## config.mk

```make
export PLATFORM = sky130hd
export DESIGN_NAME = diff_clk_monitor
export DESIGN_NICKNAME = d
export VERILOG_FILES = /design/src/rtl/diff_clk_monitor_pkg.sv /design/src/rtl/diff_clk_sync.sv /design/src/rtl/diff_clk_monitor.sv
export SDC_FILE = /design/constraint.sdc
export NUM_CORES = 1
export LEC_CHECK = 0
export BUFFER_PORTS_ARGS = -buffer_cell sky130_fd_sc_hd__clkbuf_2
export CAP_MARGIN = 5
export CORE_UTILIZATION = 59
export CTS_BUF_LIST = sky130_fd_sc_hd__clkbuf_8 sky130_fd_sc_hd__clkbuf_16
export CTS_CLUSTER_DIAMETER = 200
export DETAILED_ROUTE_END_ITERATION = 8
export PLACE_DENSITY = 0.84
export SLEW_MARGIN = 30
export SYNTH_ARGS = -nofsm -noshare
export SYNTH_HDL_FRONTEND = slang
export SYNTH_HIERARCHICAL = 1
export SYNTH_SLANG_ARGS = --single-unit
export TNS_END_PERCENT = 20
```

## constraint.sdc

```tcl
create_clock -name CLK -period 2.7 [get_ports CLK]
set_input_delay 0.135 -clock CLK [delete_from_list [all_inputs] [get_ports CLK]]
set_output_delay 0.135 -clock CLK [all_outputs]
set_load 0.005 [all_outputs]
```

## src/rtl/diff_clk_monitor_pkg.sv

```systemverilog
// -----------------------------------------------------------------------------
// diff_clk_monitor_pkg
//
// Shared definitions for the differential clock monitor:
//   - state_e            : measurement FSM states (IDLE, MEASURE, UPDATE)
//   - DEF_*              : default parameter values used by the monitor and
//                          its leg synchroniser
//   - win_cnt_width()    : width of the window counter for a given WINDOW
//
// Optional feature macro (consumed by diff_clk_monitor.sv):
//   DIFF_CLK_MONITOR_PAIR_CHECK_EN
// -----------------------------------------------------------------------------
package diff_clk_monitor_pkg;

    typedef enum logic [1:0] {
        IDLE    = 2'd0,
        MEASURE = 2'd1,
        UPDATE  = 2'd2
    } state_e;

    localparam int DEF_WINDOW      = 1024;
    localparam int DEF_CNT_W       = 16;
    localparam int DEF_MIN_EDGES   = 4;
    localparam int DEF_MAX_EDGES   = 512;
    localparam int DEF_SYNC_STAGES = 2;
    localparam int DEF_FAULT_LIMIT = 3;

    // Window counter runs 0..WINDOW-1, so $clog2(WINDOW) bits are enough.
    // A floor of one bit keeps degenerate values from producing a zero-width
    // vector.
    function automatic int win_cnt_width(input int window);
        return (window > 1) ? $clog2(window) : 1;
    endfunction

endpackage : diff_clk_monitor_pkg

```

## src/rtl/diff_clk_sync.sv

```systemverilog
// -----------------------------------------------------------------------------
// diff_clk_sync
//
// Multi-flop synchroniser for one leg of the differential clock. The reset
// value is a parameter so the true leg can come out of reset at 0 and the
// complement leg at 1, keeping the pair complementary from the first cycle.
//
// Parameters:
//   SYNC_STAGES : number of flops in the chain (>= 2)
//   RESET_VAL   : value loaded into every flop on reset
//
// Ports:
//   CLK : system clock
//   RST : asynchronous reset, active-high
//   D   : asynchronous input leg
//   Q   : synchronised output (last flop of the chain)
// -----------------------------------------------------------------------------
module diff_clk_sync
    import diff_clk_monitor_pkg::*;
#(
    parameter int   SYNC_STAGES = DEF_SYNC_STAGES,
    parameter logic RESET_VAL   = 1'b0
) (
    input  logic CLK,
    input  logic RST,
    input  logic D,
    output logic Q
);

    logic [SYNC_STAGES-1:0] sync_q;

    // NOTE: sequential state uses non-blocking assignments so every flop in
    // the chain samples the value its predecessor held before this edge;
    // blocking assignments would collapse the chain into a single flop.
    always_ff @(posedge CLK or posedge RST) begin
        if (RST) begin
            sync_q <= {SYNC_STAGES{RESET_VAL}};
        end else begin
            sync_q <= {sync_q[SYNC_STAGES-2:0], D};
        end
    end

    assign Q = sync_q[SYNC_STAGES-1];

endmodule : diff_clk_sync

```

## src/rtl/diff_clk_monitor.sv

```systemverilog
// -----------------------------------------------------------------------------
// diff_clk_monitor
//
// Monitors the true (O) and complement (OB) legs of a differential input
// clock buffer. Both legs are synchronised into the CLK domain; rising edges
// of the true leg are counted over a fixed window of WINDOW cycles and the
// result is published with an in-range ACTIVE flag. An optional pair check
// raises a sticky FAULT when the synchronised legs stay equal for
// FAULT_LIMIT consecutive cycles.
//
// Optional feature macro:
//   DIFF_CLK_MONITOR_PAIR_CHECK_EN - when defined, the OB synchroniser, pair
//   counter and FAULT logic are built. When undefined, FAULT is tied to 0 and
//   OB / FAULT_CLR are ignored.
//
// Parameters:
//   WINDOW      : CLK cycles per measurement window (>= 4)
//   CNT_W       : width of EDGE_CNT; edge counter saturates at 2^CNT_W-1
//   MIN_EDGES   : lowest in-range edge count, inclusive
//   MAX_EDGES   : highest in-range edge count, inclusive
//   SYNC_STAGES : synchroniser depth per leg (>= 2)
//   FAULT_LIMIT : consecutive equal-leg cycles that set FAULT (>= 2)
//
// Ports:
//   CLK       : system clock, all state on its rising edge
//   RST       : asynchronous reset, active-high
//   O         : true leg, asynchronous to CLK
//   OB        : complement leg, asynchronous to CLK
//   EN        : measurement enable
//   FAULT_CLR : single-cycle clear for FAULT
//   EDGE_CNT  : edge count of the last completed window
//   CNT_VALID : one-cycle pulse when EDGE_CNT updates
//   ACTIVE    : last window count was within [MIN_EDGES, MAX_EDGES]
//   FAULT     : sticky leg-inconsistency flag
// -----------------------------------------------------------------------------
module diff_clk_monitor
    import diff_clk_monitor_pkg::*;
#(
    parameter int WINDOW      = DEF_WINDOW,
    parameter int CNT_W       = DEF_CNT_W,
    parameter int MIN_EDGES   = DEF_MIN_EDGES,
    parameter int MAX_EDGES   = DEF_MAX_EDGES,
    parameter int SYNC_STAGES = DEF_SYNC_STAGES,
    parameter int FAULT_LIMIT = DEF_FAULT_LIMIT
) (
    input  logic             CLK,
    input  logic             RST,
    input  logic             O,
    input  logic             OB,
    input  logic             EN,
    input  logic             FAULT_CLR,
    output logic [CNT_W-1:0] EDGE_CNT,
    output logic             CNT_VALID,
    output logic             ACTIVE,
    output logic             FAULT
);

    localparam int               WIN_W    = win_cnt_width(WINDOW);
    localparam logic [WIN_W-1:0] WIN_LAST = WIN_W'(WINDOW - 1);
    localparam logic [CNT_W-1:0] CNT_MAX  = '1;
    localparam logic [CNT_W-1:0] CNT_MIN  = CNT_W'(MIN_EDGES);
    localparam logic [CNT_W-1:0] CNT_HI   = CNT_W'(MAX_EDGES);

    // -------------------------------------------------------------------------
    // True-leg synchroniser and rising-edge detect
    // -------------------------------------------------------------------------
    logic o_sync;
    logic o_prev_q;
    logic rise;

    diff_clk_sync #(
        .SYNC_STAGES (SYNC_STAGES),
        .RESET_VAL   (1'b0)
    ) u_sync_o (
        .CLK (CLK),
        .RST (RST),
        .D   (O),
        .Q   (o_sync)
    );

    always_ff @(posedge CLK or posedge RST) begin
        if (RST) begin
            o_prev_q <= 1'b0;
        end else begin
            o_prev_q <= o_sync;
        end
    end

    assign rise = o_sync & ~o_prev_q;

    // -------------------------------------------------------------------------
    // Measurement FSM with registered outputs
    // -------------------------------------------------------------------------
    state_e           state_q;
    logic [WIN_W-1:0] win_q;
    logic [CNT_W-1:0] edge_q;
    logic [CNT_W-1:0] edge_d;
    logic [CNT_W-1:0] edge_cnt_q;
    logic             cnt_valid_q;
    logic             active_q;

    // Saturating increment of the running edge count.
    // NOTE: the default assignment at the top of a combinational block keeps
    // every path driven, so no latch is inferred.
    always_comb begin
        edge_d = edge_q;
        if (rise && (edge_q != CNT_MAX)) begin
            edge_d = edge_q + 1'b1;
        end
    end

    always_ff @(posedge CLK or posedge RST) begin
        if (RST) begin
            state_q     <= IDLE;
            win_q       <= '0;
            edge_q      <= '0;
            edge_cnt_q  <= '0;
            cnt_valid_q <= 1'b0;
            active_q    <= 1'b0;
        end else begin
            cnt_valid_q <= 1'b0;
            case (state_q)
                IDLE: begin
                    win_q  <= '0;
                    edge_q <= '0;
                    if (EN) begin
                        state_q <= MEASURE;
                    end
                end

                MEASURE: begin
                    if (!EN) begin
                        // Abandon the partial window; the last result is no
                        // longer trusted, so ACTIVE drops with it.
                        state_q  <= IDLE;
                        win_q    <= '0;
                        edge_q   <= '0;
                        active_q <= 1'b0;
                    end else begin
                        edge_q <= edge_d;
                        if (win_q == WIN_LAST) begin
                            win_q   <= '0;
                            state_q <= UPDATE;
                        end else begin
                            win_q <= win_q + 1'b1;
                        end
                    end
                end

                UPDATE: begin
                    edge_cnt_q  <= edge_q;
                    cnt_valid_q <= 1'b1;
                    active_q    <= (edge_q >= CNT_MIN) && (edge_q <= CNT_HI);
                    // A rise seen during the publish cycle belongs to the
                    // next window, so it seeds the fresh count.
                    edge_q      <= CNT_W'(rise);
                    win_q       <= '0;
                    state_q     <= EN ? MEASURE : IDLE;
                end

                default: begin
                    state_q <= IDLE;
                    win_q   <= '0;
                    edge_q  <= '0;
                end
            endcase
        end
    end

    assign EDGE_CNT  = edge_cnt_q;
    assign CNT_VALID = cnt_valid_q;
    assign ACTIVE    = active_q;

    // -------------------------------------------------------------------------
    // Optional leg-pair consistency check
    // -------------------------------------------------------------------------
`ifdef DIFF_CLK_MONITOR_PAIR_CHECK_EN
    localparam int                PAIR_W     = $clog2(FAULT_LIMIT + 1);
    localparam logic [PAIR_W-1:0] PAIR_LIMIT = PAIR_W'(FAULT_LIMIT);

    logic              ob_sync;
    logic [PAIR_W-1:0] pair_q;
    logic [PAIR_W-1:0] pair_d;
    logic              fault_q;
    logic              fault_d;

    diff_clk_sync #(
        .SYNC_STAGES (SYNC_STAGES),
        .RESET_VAL   (1'b1)
    ) u_sync_ob (
        .CLK (CLK),
        .RST (RST),
        .D   (OB),
        .Q   (ob_sync)
    );

    // One cycle of equal legs at each transition is normal skew through the
    // two independent synchronisers; only a run of FAULT_LIMIT equal cycles
    // is treated as a broken pair. The counter saturates so a stuck pair
    // keeps asserting the set condition, which overrides FAULT_CLR.
    always_comb begin
        pair_d = '0;
        if (o_sync == ob_sync) begin
            pair_d = (pair_q == PAIR_LIMIT) ? pair_q : pair_q + 1'b1;
        end

        fault_d = fault_q;
        if (pair_d == PAIR_LIMIT) begin
            fault_d = 1'b1;
        end else if (FAULT_CLR) begin
            fault_d = 1'b0;
        end
    end

    always_ff @(posedge CLK or posedge RST) begin
        if (RST) begin
            pair_q  <= '0;
            fault_q <= 1'b0;
        end else begin
            pair_q  <= pair_d;
            fault_q <= fault_d;
        end
    end

    assign FAULT = fault_q;
`else
    // Pair check not built: the complement leg and its clear are ignored.
    logic unused_pair_inputs;
    assign unused_pair_inputs = OB ^ FAULT_CLR ^ (FAULT_LIMIT < 2);
    assign FAULT              = 1'b0;
`endif

endmodule : diff_clk_monitor

```

=== Yosys cells after proc, flatten, opt, wreduce, memory -nomap -nowiden ===
Cells that the tools add are included.

* Register bits: 49
* Logic and storage cells: 42
* Output and inout bits: 19

* Mux-type cells: 14
* Bitwise gates (word level): 2
* $add $sub $neg: 2
* Equal/unequal tests: 8
* $lt $le $gt $ge: 2
* Reduce and logical (&&, ||, !) cells: 6

{| class="wikitable"
|+ Operators with widths
! kind !! number
|-
| 16-bit 2-to-1 mux || 2
|-
| 16-bit one-hot mux with 2 select lines || 1
|-
| 10-bit 2-to-1 mux || 3
|-
| 16-bit by 1-bit adder with 16-bit output, second input constant || 1
|-
| 16-bit by 3-bit greater-or-equal comparator with 1-bit output, second input constant || 1
|-
| 16-bit by 10-bit less-or-equal comparator with 1-bit output, second input constant || 1
|-
| 16-bit != test, second input constant || 1
|-
| 10-bit by 1-bit adder with 10-bit output, second input constant || 1
|-
| 10-bit equality test, second input constant || 1
|-
| 2-bit 2-to-1 mux || 3
|-
| 3-bit != test, second input constant || 2
|-
| 2-bit one-hot mux with 3 select lines || 1
|-
| 2-bit != test, second input constant || 2
|-
| 2-bit AND reduction || 2
|-
| 1-bit 2-to-1 mux || 3
|-
| 2-bit by 1-bit equality test with 1-bit output, second input constant || 1
|-
| 2-bit equality test, second input constant || 1
|-
| 1-bit logical AND || 2
|-
| 2-bit logical NOT || 1
|-
| 1-bit one-hot mux with 2 select lines || 1
|-
| 2-bit nonzero test || 1
|-
| 1-bit AND || 1
|-
| 1-bit inverter || 1
|}

=== Logic depth before layout (Yosys ltp) ===
* Word-level depth: 6
* Mapped depth: 8
* Gate-level depth less buffers: 6

=== Hierarchy ===
The synthesis kept the hierarchy.

{| class="wikitable"
|+ Modules (own cells, without submodules)
! module !! area each (um2) !! cells each !! times used
|-
| diff_clk_monitor || 2516.2 || 240 || 1
|-
| diff_clk_sync || 53.8 || 3 || 1
|}

=== Worst setup path before layout ===
Ideal clock, no wire load.

* Kind: flip-flop to flip-flop
* From: register edge_q[0]
* To: register edge_q[14]
* Path slack: 0.755 ns
* Arrival: 1.867 ns
* Data required time: 2.622 ns
* Stages on the path, launching flop included: 8
* Cells stage by stage: dfrtp_1 ha_1 and4_1 buf_6 and4_4 buf_6 or4_1 a21oi_1

* Word-level cells in the longest chain between the ends: 4
* Elaborated cells between the ends (all ways): 7
* Those cells by class: add/sub: 1; eq/ne: 2; mux: 3; reduce/logical: 1

{| class="wikitable"
|+ Ends and longest elaborated chain
! what !! RTL line !! text
|-
| start, declared || diff_clk_monitor.sv:96 || <nowiki>logic [CNT_W-1:0] edge_q;</nowiki>
|-
| start signal, assigned || diff_clk_monitor.sv:140 || <nowiki>edge_q <= edge_d;</nowiki>
|-
| start signal, assigned || diff_clk_monitor.sv:156 || <nowiki>edge_q <= CNT_W'(rise);</nowiki>
|-
| 16-bit by 1-bit adder with 16-bit output || diff_clk_monitor.sv:108 || <nowiki>edge_d = edge_q + 1'b1;</nowiki>
|-
| 16-bit 2-to-1 mux || diff_clk_monitor.sv:107 || <nowiki>if (rise && (edge_q != CNT_MAX)) begin</nowiki>
|-
| 16-bit 2-to-1 mux || diff_clk_monitor.sv:132 || <nowiki>if (!EN) begin</nowiki>
|-
| 16-bit one-hot mux with 2 select lines || diff_clk_monitor.sv:122 || <nowiki>case (state_q)</nowiki>
|}

Parallel ways exist; a longest one is shown, timed or not. The select of a mux whose other input is x is not followed.
A chain may end at the register's enable or synchronous reset.

=== Worst setup path after layout ===
* From: register edge_q[0]
* To: register edge_q[9]

Same word-level chain as after synthesis.

==> flow_summary.ini <==
[cells_and_area]
nets = 268
num_antenna_cells = 0
final_cells = 305
multiInputGateArea_um2 = 1160
nFillCells = 315
syn2layout_area_growth_pct = 5.50
drive_gt1_frac = 0.200
ff_latch_area_um2 = 1230

[die]
dieWidth_um = 68
die_area_um2 = 4620
pin_count = 25
rows = 23
start_util = 0.629
coreArea_um2 = 4090
die-height_um = 68

[placement]
pre_cts_ws_ns = 0.590
dp.cells = 296
hpwl_mm = 3.17
port_buffers = 21
gp_congestion = 0.831

[setup_path]
worstSetupEndpointType = register
crit_fanout = 9
cp_cell_sequence = ha_1, and4_1, nand4_1, nand3_1, o41ai_1
required_ns = 2.87
cp_data_arrival_time_ns = 2.34
path_class = reg2reg
startpoint_type = register
critPathMaxStageDelay_ns = 0.49
slowest_stage = o41ai_1
r2r_setup_slack_ns = 0.53

[clock_network]
post_cts_resized = 0
root_buffer = clkbuf_8
worst_skew_pair.late_latency_ns = 0.30
clock_path_buffers = 2
cts-hold-fix-buffers = 2
clkTransAtPathRegs_ns = 0.08
h-tree-depth = 2
cts.sinks = 49
post_cts_buffers = 0
cts_tree = built
cts_buffers = 5

[sta]
fin_crit_ns = 2.17
slew_headroom = 0.471
fin_setup_tns_ns = 0
final_hold_viol_count = 0
setup_viol = 0
worst_slew_pin_slew_ns = 0.793
post-route-period-util = 0.805
grt_setup_unrepaired = no
fmax_mhz = 460
slew_viol_final = 0
setup_ws_ns = 0.526
fin_skew_ns = 0.00934

[global_routing]
antenna_found_initial = 0
grt_first_pass_wirelength_mm = 8.30
grt_max_degree = 48
grt_remaining_overflow = 0
grt_pass1_vias = 1776
grtUsageTotal = 0.242

[pwr]
vdd_ir_drop_max_uv = 372
total_leakage_power_nw = 1.23
p_per_area_nw_per_um2 = 530

[yosys]
synth-seq-area-share = 0.477
async_reset_ff_frac = 1.00
synth_compound_area_frac = 0.141
synth_simple_gate_area_frac = 0.183
synth_cell_types = 44
synth_top_family_by_area = simple AND/OR/NAND/NOR gates
synth_fa_ha_area_frac = 0.0341
synth_top_cell_by_area = dfrtp_1
synthMuxAreaShare = 0.0701
synthFlopType = dfrtp_1
synth_xor_area_frac = 0.0204
synth_top_area_share = 0.477
syn_inst = 243
ys_ff_latch = 49
synth_edf_count = 0
synth_nets = 256
yosys_warnings = 6
syn_avg_cell_area_um2 = 10.6
netlist_area_um2 = 2570
synth.top_cells.by_area = dfrtp_1 48%, mux2_2 7.0%, ha_1 3.4%, nand4_1 2.4%, a32o_1 2.3%

[drt]
viasPerCell = 6.30
wl_per_cell_um = 16.3
route.detailed.drc = 0
drt_iter0_drc = 206
ant_nets = 0
vias = 1922
routed_wirelength_mm = 4.97
first_pass_iters = 4

[flow_run]
drv_cap = 0

[hold_path]
hp-class = in2reg

[status]
outcome = completed
[power breakdown]
group | switching [mW] | internal (mW)
combinational | 0.170 | 0.0731
clock | 0.227 | 0.200
sequential | 0.0191 | 0.750
[metal layers]
| layer | wire length [um] | up-vias | track usage |
|---|---|---|---|
| met1 | 2340 | 914 | 0.325 |
| met3 | 278 | 13 | 0.0467 |
| met4 | 130 | 0 | 0.120 |
| met2 | 2220 | 74 | 0.370 |
| met5 | 0 | - | 0 |
| li1 | - | 921 | - |
[flip-flops by register name (all words and copies together), names as in the netlist]
| register | count |
|---|---|
| win_q | 10 |
| CNT_VALID | 1 |
| o_prev_q | 1 |
| edge_q | 16 |
| state_q | 2 |
| ACTIVE | 1 |
| u_sync_o/sync_q | 2 |
| EDGE_CNT | 16 |
[cells by family (layout without fill, tap and decap cells)]
logic type,Yosys count,count (layout)
multiplexers,16,16
other,1,1
buffers and inverters,30,42
AND/OR/NAND/NOR,85,85
AO/OA/AOI/OAI,49,49
flip-flops,49,49
XOR/XNOR,6,6
adder cells (fa/ha/maj),7,7
[cells in the mapped netlist, drive strengths merged, types with 4 or more instances]
cell type  number
dfrtp          49
inv            10
o21ai           9
mux2           16
a32o            6
or3             4
nand3          11
nor3            8
or4             4
nor2           15
nand4          11
buf            10
xor2            5
ha              7
a211o           5
nand2          15
clkbuf         10
a21oi           8
and4            7
[cell type report]
cell class / instances / area share
sequential: 49 / 0.452
multi-input combinational: 164 / 0.427
clock buffer: 6 / 0.0305
timing repair buffer: 25 / 0.0517
inverter: 10 / 0.0143
clock inverter: 1 / 0.00138
tap: 50 / 0.0231
[worst paths after layout]
kind | from | to | cells past startpoint
hold reg to reg | u_sync_o/sync_q[0]$_DFF_PP0_ | u_sync_o/sync_q[1]$_DFF_PP0_ | 0
setup reg to reg | edge_q[0]$_DFFE_PP0P_ | edge_q[9]$_DFFE_PP0P_ | 5
min in group asynchronous | RST | u_sync_o/sync_q[0]$_DFF_PP0_ | 3
hold / removal | EN | state_q[0]$_DFFE_PP0P_ | 3
max in group asynchronous | RST | win_q[9]$_DFF_PP0_ | 3
setup / recovery | edge_q[0]$_DFFE_PP0P_ | edge_q[9]$_DFFE_PP0P_ | 5
[stage by stage]
step / hold WS (ns) / power [mW] / cell area [um2] / utilization
after floorplan: -0.124 / 0.991 / 2570 / -
after global placement: -0.0123 / 1.01 / 2600 / 0.637
final: 0.145 / 1.44 / 2710 / 0.664
after global routing: 0.166 / 1.50 / 2710 / 0.664
after CTS: 0.143 / 1.44 / 2710 / 0.663
after detailed placement: -0.00890 / 1.02 / 2600 / 0.637
[placed cells by master (no fill, tap or decap), types with 2 or more instances in the layout]
cell / instances
o311ai_0: 3
o22ai_1: 3
clkbuf_8: 6
and3_1: 2
mux2_2: 16
o21ai_0: 9
nor3_1: 8
nand3_1: 11
inv_1: 10
nand2_1: 15
nand4_1: 10
nor4_1: 2
and4_1: 5
ha_1: 7
dfrtp_1: 49
a211o_1: 5
o41ai_1: 3
buf_4: 2
a21oi_1: 8
or4_1: 3
xor2_1: 5
o211a_1: 2
o31ai_1: 2
a211oi_1: 2
dlygate4sd3_1: 2
or3_1: 4
a41oi_1: 3
nor2b_1: 3
clkbuf_2: 21
a32o_1: 6
nor2_1: 15
[worst max-delay path: cells and delay by family, from the launching register on]
family | cells | cell delay [ns]
DFF | 1 | 0.47
AOI/OAI and AO/OA | 1 | 0.49
adders and majority gates | 1 | 0.27
and+or+nand+nor | 3 | 0.81
Note: power is estimated with default switching activity, not from simulation.
